`src/rtl/issue_skip_ctrl.sv`:
```
// -----------------------------------------------------------------------------
// issue_skip_ctrl
//
// Issue-side controller for index-compressed execution. Each accepted upstream
// word is either fired into the execution pipeline or routed around it on the
// thru/skip path. Every issued word receives an in-order sequence tag. A credit
// counter bounds the outstanding words to the capacity of the downstream
// reorder buffer. A release token is drained through the pipeline before it is
// issued, and the tag is cleared only after the buffer has emptied.
//
// Optional feature: define ISSUE_SKIP_ZERO_EN to send words with d==0 on the
// skip path. Without it, every word is fired and O_TS/O_TSFTk stay 0.
//
// Ports
//   clock      : clock
//   reset      : synchronous, active-high reset
//   I_Active   : module enable; when 0, nothing is accepted or issued
//   I_FTk      : upstream forward token (.v valid, .r release, .d data)
//   O_BTk      : back token to upstream; only .n (nack) is driven, combinational
//   I_BTk      : back token from the execution/output side; .n stalls issue
//   I_Retire   : one pulse per word dequeued by the output buffer (returns a credit)
//   O_FTk      : operand token to the first execution stage (registered)
//   O_Fired    : word issued to execution this cycle (registered)
//   O_TSFTk    : thru/skip token to the output buffer (registered)
//   O_TS       : word issued on the skip path this cycle (registered)
//   O_Tag      : sequence tag of the word issued this cycle (registered)
//   O_Busy     : state is not IDLE, or credits are outstanding
// -----------------------------------------------------------------------------
package issue_skip_pkg;
    localparam int DATA_W = 8;

    typedef struct packed {
        logic              v;
        logic              r;
        logic [DATA_W-1:0] d;
    } FTk_t;

    typedef struct packed {
        logic n;
    } BTk_t;
endpackage

module issue_skip_ctrl
    import issue_skip_pkg::*;
#(
    parameter int SIZE_OUT_BUFF = 5,
    parameter int PIPE_DEPTH    = 5,
    parameter int LOG_SIZE_BUFF = $clog2(SIZE_OUT_BUFF)
) (
    input  logic                     clock,
    input  logic                     reset,
    input  logic                     I_Active,
    input  FTk_t                     I_FTk,
    output BTk_t                     O_BTk,
    input  BTk_t                     I_BTk,
    input  logic                     I_Retire,
    output FTk_t                     O_FTk,
    output logic                     O_Fired,
    output FTk_t                     O_TSFTk,
    output logic                     O_TS,
    output logic [LOG_SIZE_BUFF-1:0] O_Tag,
    output logic                     O_Busy
);

    localparam int CNT_W  = $clog2(SIZE_OUT_BUFF + 1);
    localparam int WAIT_W = $clog2(PIPE_DEPTH + 1);

    localparam logic [CNT_W-1:0]         CNT_MAX   = CNT_W'(SIZE_OUT_BUFF);
    localparam logic [CNT_W-1:0]         CNT_ONE   = CNT_W'(1);
    localparam logic [CNT_W-1:0]         CNT_ZERO  = CNT_W'(0);
    localparam logic [LOG_SIZE_BUFF-1:0] TAG_LAST  = LOG_SIZE_BUFF'(SIZE_OUT_BUFF - 1);
    localparam logic [LOG_SIZE_BUFF-1:0] TAG_ONE   = LOG_SIZE_BUFF'(1);
    localparam logic [LOG_SIZE_BUFF-1:0] TAG_ZERO  = LOG_SIZE_BUFF'(0);
    localparam logic [WAIT_W-1:0]        WAIT_LOAD = WAIT_W'(PIPE_DEPTH);
    localparam logic [WAIT_W-1:0]        WAIT_ONE  = WAIT_W'(1);
    localparam logic [WAIT_W-1:0]        WAIT_ZERO = WAIT_W'(0);

    typedef enum logic [2:0] {
        ST_IDLE  = 3'd0,
        ST_RUN   = 3'd1,
        ST_DRAIN = 3'd2,
        ST_REL   = 3'd3,
        ST_WCLR  = 3'd4
    } state_t;

    state_t                   state_r;
    logic [CNT_W-1:0]         cnt_r;
    logic [LOG_SIZE_BUFF-1:0] tag_r;
    logic [WAIT_W-1:0]        wait_r;

    FTk_t                     ftk_r;
    FTk_t                     tsftk_r;
    logic                     fired_r;
    logic                     ts_r;
    logic [LOG_SIZE_BUFF-1:0] tag_out_r;

    logic                     acc_s;
    logic                     rel_issue_s;
    logic                     issue_s;
    logic                     skip_s;
    logic                     nack_s;
    logic                     has_credit_s;
    logic                     rel_seen_s;
    logic [CNT_W-1:0]         cnt_next_s;
    logic [LOG_SIZE_BUFF-1:0] tag_inc_s;
    FTk_t                     rel_tok_s;

    // Accept, steering, nack and credit/tag next-value decode
    always_comb begin
        has_credit_s = (cnt_r < CNT_MAX);
        rel_seen_s   = I_FTk.v & I_FTk.r;
        acc_s        = I_Active & ~I_BTk.n
                     & ((state_r == ST_IDLE) | (state_r == ST_RUN))
                     & I_FTk.v & ~I_FTk.r & has_credit_s;
        rel_issue_s  = I_Active & (state_r == ST_REL);
        issue_s      = acc_s | rel_issue_s;

`ifdef ISSUE_SKIP_ZERO_EN
        skip_s = acc_s & (I_FTk.d == {DATA_W{1'b0}});
`else
        skip_s = 1'b0;
`endif

        // The release token is acknowledged in the cycle it is issued.
        if (reset) begin
            nack_s = 1'b0;
        end else begin
            nack_s = I_Active & I_FTk.v & ~acc_s & ~rel_issue_s;
        end

        // Issue and retire together leave the count unchanged; a retire with
        // nothing outstanding is ignored.
        if (issue_s && !I_Retire) begin
            cnt_next_s = cnt_r + CNT_ONE;
        end else if (!issue_s && I_Retire && (cnt_r != CNT_ZERO)) begin
            cnt_next_s = cnt_r - CNT_ONE;
        end else begin
            cnt_next_s = cnt_r;
        end

        // Tag wraps explicitly so a non power-of-2 buffer size works.
        if (tag_r == TAG_LAST) begin
            tag_inc_s = TAG_ZERO;
        end else begin
            tag_inc_s = tag_r + TAG_ONE;
        end

        rel_tok_s   = '{v: 1'b1, r: 1'b1, d: I_FTk.d};
        O_BTk       = '0;
        O_BTk.n     = nack_s;
    end

    // Control FSM, credit counter, tag allocator and registered issue outputs
    always_ff @(posedge clock) begin
        if (reset) begin
            state_r   <= ST_IDLE;
            cnt_r     <= CNT_ZERO;
            tag_r     <= TAG_ZERO;
            wait_r    <= WAIT_ZERO;
            ftk_r     <= '0;
            tsftk_r   <= '0;
            fired_r   <= 1'b0;
            ts_r      <= 1'b0;
            tag_out_r <= TAG_ZERO;
        end else begin
            fired_r   <= 1'b0;
            ts_r      <= 1'b0;
            ftk_r     <= '0;
            tsftk_r   <= '0;
            tag_out_r <= TAG_ZERO;
            cnt_r     <= cnt_next_s;

            if (skip_s) begin
                ts_r      <= 1'b1;
                tsftk_r   <= I_FTk;
                tag_out_r <= tag_r;
            end else if (acc_s) begin
                fired_r   <= 1'b1;
                ftk_r     <= I_FTk;
                tag_out_r <= tag_r;
            end else if (rel_issue_s) begin
                fired_r   <= 1'b1;
                ftk_r     <= rel_tok_s;
                tag_out_r <= tag_r;
            end

            if (issue_s) begin
                tag_r <= tag_inc_s;
            end

            if (I_Active) begin
                case (state_r)
                    ST_IDLE: begin
                        if (acc_s) begin
                            state_r <= ST_RUN;
                        end else if (rel_seen_s && (cnt_r == CNT_ZERO)) begin
                            state_r <= ST_REL;
                        end
                    end
                    ST_RUN: begin
                        if (rel_seen_s) begin
                            state_r <= ST_DRAIN;
                            wait_r  <= WAIT_LOAD;
                        end
                    end
                    ST_DRAIN: begin
                        // Let in-flight words clear the pipeline before release.
                        if (wait_r == WAIT_ZERO) begin
                            if (!I_BTk.n && has_credit_s) begin
                                state_r <= ST_REL;
                            end
                        end else begin
                            wait_r <= wait_r - WAIT_ONE;
                        end
                    end
                    ST_REL: begin
                        state_r <= ST_WCLR;
                    end
                    ST_WCLR: begin
                        if (cnt_r == CNT_ZERO) begin
                            tag_r   <= TAG_ZERO;
                            state_r <= ST_IDLE;
                        end
                    end
                    default: begin
                        state_r <= ST_IDLE;
                    end
                endcase
            end
        end
    end

    assign O_FTk   = ftk_r;
    assign O_TSFTk = tsftk_r;
    assign O_Fired = fired_r;
    assign O_TS    = ts_r;
    assign O_Tag   = tag_out_r;
    assign O_Busy  = (state_r != ST_IDLE) | (cnt_r != CNT_ZERO);

endmodule
```
`config.mk`:
```
export PLATFORM = sky130hd
export DESIGN_NAME = issue_skip_ctrl
export DESIGN_NICKNAME = d
export VERILOG_FILES = /design/src/rtl/issue_skip_ctrl.sv
export SDC_FILE = /design/constraint.sdc
export NUM_CORES = 1
export LEC_CHECK = 0
export CORE_MARGIN = 4
export CORE_UTILIZATION = 49
export DETAILED_ROUTE_END_ITERATION = 6
export PLACE_DENSITY = 0.9
export SYNTH_ARGS = -nofsm -noshare
export SYNTH_HDL_FRONTEND = slang
export SYNTH_SLANG_ARGS = --single-unit
```
`constraint.sdc`:
```
create_clock -name clock -period 8 [get_ports clock]
set_input_delay 1.6 -clock clock [delete_from_list [all_inputs] [get_ports clock]]
set_output_delay 1.6 -clock clock [all_outputs]
set_load 0.01 [all_outputs]
```
; ---- Word-level counts from Yosys, hierarchy flattened
; Cells that the tools add are included.
[op_classes]
addsub = 4
mul = 0
div = 0
n_lt_le_gt_ge = 1
n_eq_ne = 11
n_shift = 0
mux = 24
n_bitwise = 17
n_reduce_logical = 17
[op_table]
columns = op, n
row1 = $mux W3, 17
row2 = $mux W10, 2
row3 = $pmux W3 S5, 1
row4 = $and A1 B1 Y1, 10
row5 = $ne A2 B2 Y1 const B, 5
row6 = $logic_not A3 Y1, 3
row7 = $add A3 B1 Y3 const B, 2
row8 = $eq A3 B2 Y1 const B, 2
row9 = $eq A3 B3 Y1 const B, 2
row10 = $pmux W3 S2, 1
row11 = $reduce_and A6 Y1, 1
row12 = $reduce_bool A3 Y1, 2
row13 = $sub A3 B1 Y3 const B, 2
row14 = $logic_and A1 B1 Y1, 5
row15 = $not A1 Y1, 4
row16 = $reduce_and A4 Y1, 1
row17 = $reduce_bool A2 Y1, 2
row18 = $eq A3 B1 Y1 const B, 1
row19 = $logic_not A1 Y1, 3
row20 = $lt A3 B3 Y1 const B, 1
row21 = $mux W1, 3
row22 = $ne A3 B2 Y1 const B, 1
row23 = $or A1 B1 Y1, 3
[totals]
register_bits = 26
latch_bits = 0
mem_bits_rw = 0
romBits = 0
input_bits = 15
out_inout_bits = 27
elab_cells = 83
mem_count = 0

; ---- Depth between registers and ports, before layout
[depth]
ltp_word = 12
mapped_depth = 9
ltp_nobuf = 7

; ---- Least setup slack after synthesis
; No wires, ideal clock.
[synth_path]
kind = input-to-output
startpoint = in I_FTk[8] (netlist name)
endpoint = out O_BTk
arrival_time_ns = 2.540
path_slack_ns = 3.860
stages = 5
n_path_buf = 2
path_cell_list = nand4bb_4 > o41ai_2 > buf_6 > buf_2 > nor4b_1
[synth_via]
elab_chain_len = 7
[synth_rtl]
columns = item, line_no
row1 = from (decl), 53  ; input FTk_t I_FTk,
row2 = $not A1 Y1, 114  ; & I_FTk.v & ~I_FTk.r & has_credit_s;
row3 = $and A1 B1 Y1 (2 in series), 114
row4 = $not A1 Y1, 128  ; nack_s = I_Active & I_FTk.v & ~acc_s & ~rel_issue_s;
row5 = $and A1 B1 Y1 (2 in series), 128
row6 = $mux W1, 125  ; if (reset) begin
row7 = to (decl), 54  ; output BTk_t O_BTk,
; No other way between the ends.

; ---- Final worst setup path
[layout_path]
startpoint = in I_Active
endpoint = out O_BTk
[layout_via]
elab_chain_len = 9
[layout_rtl]
columns = item, line_no
row1 = from (decl), 52  ; input logic I_Active,
row2 = $and A1 B1 Y1, 112  ; acc_s = I_Active & ~I_BTk.n
row3 = $and A1 B1 Y1, 113  ; & ((state_r == ST_IDLE) | (state_r == ST_RUN))
row4 = $and A1 B1 Y1 (3 in series), 114
row5 = $not A1 Y1, 128
row6 = $and A1 B1 Y1, 128
row7 = $and A1 B1 Y1 (*), 128
row8 = $mux W1 (*), 125
; Mark *: on every way between the ends. The rest lies on a longest branch, timed or not.

==> metrics.md <==
| Metric | Value |
|---|---|
| Max-slew headroom | around two thirds |
| Routed Antenna Nets | 0 |
| Vias in the first global route | 1024 |
| LEAKAGE | 0.668 nW |
| Sequential share of the synthesized area | 39.8% |
| Top FF cell, synth | dfxtp_1 |
| Max IR drop VDD | about 160 uV |
| Period utilization | 64.1% |
| Grt ovf | 0 |
| GPL Wtd Cong | 0.876 |
| Root Driver | clkbuf_4 |
| Seq. cell area | about 520 um2 |
| Clk Latency, worst-skew pair | 0.33 ns |
| Wirelength per Cell | 14.0 um |
| CTS resizes | 0 |
| Critical Path AT | between 3 and 4 ns |
| Post-route design area | 0.00162 mm2 |
| Ant diodes | 0 |
| Max-slew violations | 0 |
| RSZ-0062 raised after global routing | no |
| Fraction of layout cells with a size suffix above 1 | 7.23% |
| Number of distinct library cells after synthesis | 45 |
| Synth Cell Area | 0.00131 mm2 |
| Filler cell count | 209 |
| Final hold vios | 0 |
| Area of the die | 0.00356 mm2 |
| Placed Instances | roughly 190 |
| Die Wd | a little under 60 um |
| Placed cell area | between 0.0015 and 0.002 mm2 |
| Post-Route WL | 2740 um |
| Flop and latch count out of synthesis | 26 |
| Status | complete, no violations |
| Post CTS Setup Buffer Count | 0 |
| Area of the multi-input gates | 664 um2 |
| Final cell count without fillers | 196 |
| Setup crit start kind | primary input |
| Slew @ Worst Pin | 0.508 ns |
| Fin crit period | 5.13 ns |
| DR vias | 1070 |
| WHS | 0.496 ns |
| Initial Utilization | between 50% and 60% |
| Layout area overhead | 24.0% |
| Power Total | 0.345 mW |
| Cell taking the most area after synthesis | dfxtp_1 |
| Max FO, Critical Path | 20 |
| Largest net degree at the start of global routing | 21 |
| Syn Area/Cell | between 9 and 10 um2 |
| Io pins | between 40 and 50 |
| Setup Skew | 0.00342 ns |
| CTS clk-pin slew, worst paths | 0.14 ns |
| Layout Nets | between 150 and 200 |
| Crit. End Element | output port |
| Setup CP Type | in -> out |
| Post-CTS Hold Fix Bufs | 0 |
| Synth warn | 0 |
| Initial antenna violation count | 0 |
| # H-tree levels | 1 |
| Synth top cells by count | 26 x dfxtp_1, 11 x and3_1, 11 x buf_4 |
| Dpl hpwl | 2130 um |
| Synth Instances | 138 |
| Post-synth EDFFs | 0 |
| # rows | 18 |
| CTS Buf Count | 3 |
| Clock sinks | 26 |
| Core area | ~0.0025 mm2 |
| Final setup fails | 0 |
| Die height | 59.6 um |
| Overall global routing resource usage | 16.2% |
| WP data required | 6.40 ns |
| DRC Markers | 0 |
| Max_cap viols | 0 |
| Pwr dens | 213 mW/mm2 |
| Total iterations of the first detailed-routing run | 4 |
| Drt first-iter violations | 21 |
| Synth top area share | 39.8% |
| Fmax | slightly below 200 MHz |
| Clk buf depth | 2 |
| Most common cell in the synthesized netlist | dfxtp_1 |
| Top cells by area, synth | dfxtp_1 40%, buf_4 6.3%, and3_1 5.3% |
| Final setup TNS | 0 ns |
| Ys async rst share | 0% |
| Global-route wire length before repair | 4420 um |
| PortBufs | 30 |
| Via-per-instance ratio | roughly 5.5 |
| CTS tree | yes |
| Min-delay worst type | reg -> reg |
==> critical path: stages <==
cell             delay [ns]
clkdlybuf4s50_1        0.55
nand4b_1               0.19
o41ai_2                0.09
buf_4                  0.21
nor4b_1                0.28
clkdlybuf4s50_1        0.61
==> layout by cell type, fill, tap and decap left out, types with 2 or more instances in the layout <==
| cell type | Yosys | layout |
|---|---|---|
| nor2b_1 | 2 | 2 |
| o21ai_0 | 2 | 2 |
| nand2b_1 | 2 | 2 |
| or4_1 | 2 | 2 |
| and3_1 | 11 | 11 |
| dfxtp_1 | 26 | 26 |
| inv_1 | 10 | 10 |
| a21oi_1 | 5 | 5 |
| and2_1 | 2 | 2 |
| nor3_1 | 5 | 5 |
| ha_1 | 4 | 4 |
| mux2i_1 | 4 | 4 |
| clkdlybuf4s50_1 | 0 | 30 |
| nor2_1 | 8 | 8 |
| clkbuf_4 | 0 | 3 |
| mux2_2 | 2 | 2 |
| nand2_1 | 5 | 5 |
| a311oi_1 | 2 | 2 |
| conb_1 | 1 | 11 |
| a31oi_1 | 3 | 3 |
| a31o_2 | 3 | 3 |
==> power by group <==
part	internal, mW	leakage [nW]	total [mW]	switching [mW]
sequential	0.140	0.210	0.155	0.0149
clock	0.0507	0.0279	0.0902	0.0395
combinational	0.0505	0.429	0.100	0.0495
==> metrics by stage <==
step	setup WS (ns)	util, %
6_report	2.87	64.8
5_1_grt	2.76	64.8
4_1_cts	2.86	64.8
3_5_place_dp	2.87	62.7
3_3_place_gp	2.91	62.7
2_1_floorplan	3.86	-
==> path summary, 6_finish.rpt <==
path / cells after the start / endpoint / from / slack (ns)
setup / recovery: 6 / O_BTk / I_Active / 2.87
hold / removal: 2 / wait_r[1]$_SDFFE_PP0P_ / wait_r[1]$_SDFFE_PP0P_ / 0.50
setup reg to reg: 8 / cnt_r[2]$_SDFFE_PP0P_ / cnt_r[0]$_SDFFE_PP0P_ / 5.39
hold reg to reg: 2 / wait_r[1]$_SDFFE_PP0P_ / wait_r[1]$_SDFFE_PP0P_ / 0.50
==> sequential cells by signal, summed over array words and instances (netlist names) <==
signal	cells
O_FTk	10
O_Fired	1
O_Tag	3
cnt_r	3
state_r	3
tag_r	3
wait_r	3
==> metal layers <==
metal | up-vias | part of all wire, % | track usage, %
met2 | 51 | 50 | 29.6
met3 | 5 | 11 | 5.01
met4 | 0 | 0.99 | 3.80
met1 | 490 | 38 | 18.2
met5 | - | 0 | 0
li1 | 524 | - | -
==> area by class of cell <==
| type | count | share of cell area (%) |
|---|---|---|
| multi-input combinational | 95 | 41.0 |
| clock inverter | 1 | 1.85 |
| timing repair buffer | 31 | 19.0 |
| inverter | 10 | 2.32 |
| clock buffer | 3 | 1.39 |
| tap | 30 | 2.32 |
| sequential | 26 | 32.1 |
==> cells by family after synthesis <==
kind of cell               count (synthesis)  share of synthesized area, %
AOI/OAI and AO/OA                         25                          14.5
adders and majority gates                  5                          5.36
buffers and inverters                     27                          12.2
DFF                                       26                          39.8
muxes                                      7                          5.65
other                                      1                         0.287
and+or+nand+nor                           47                          22.2
No activity file was read; power rests on OpenSTA's default activity.
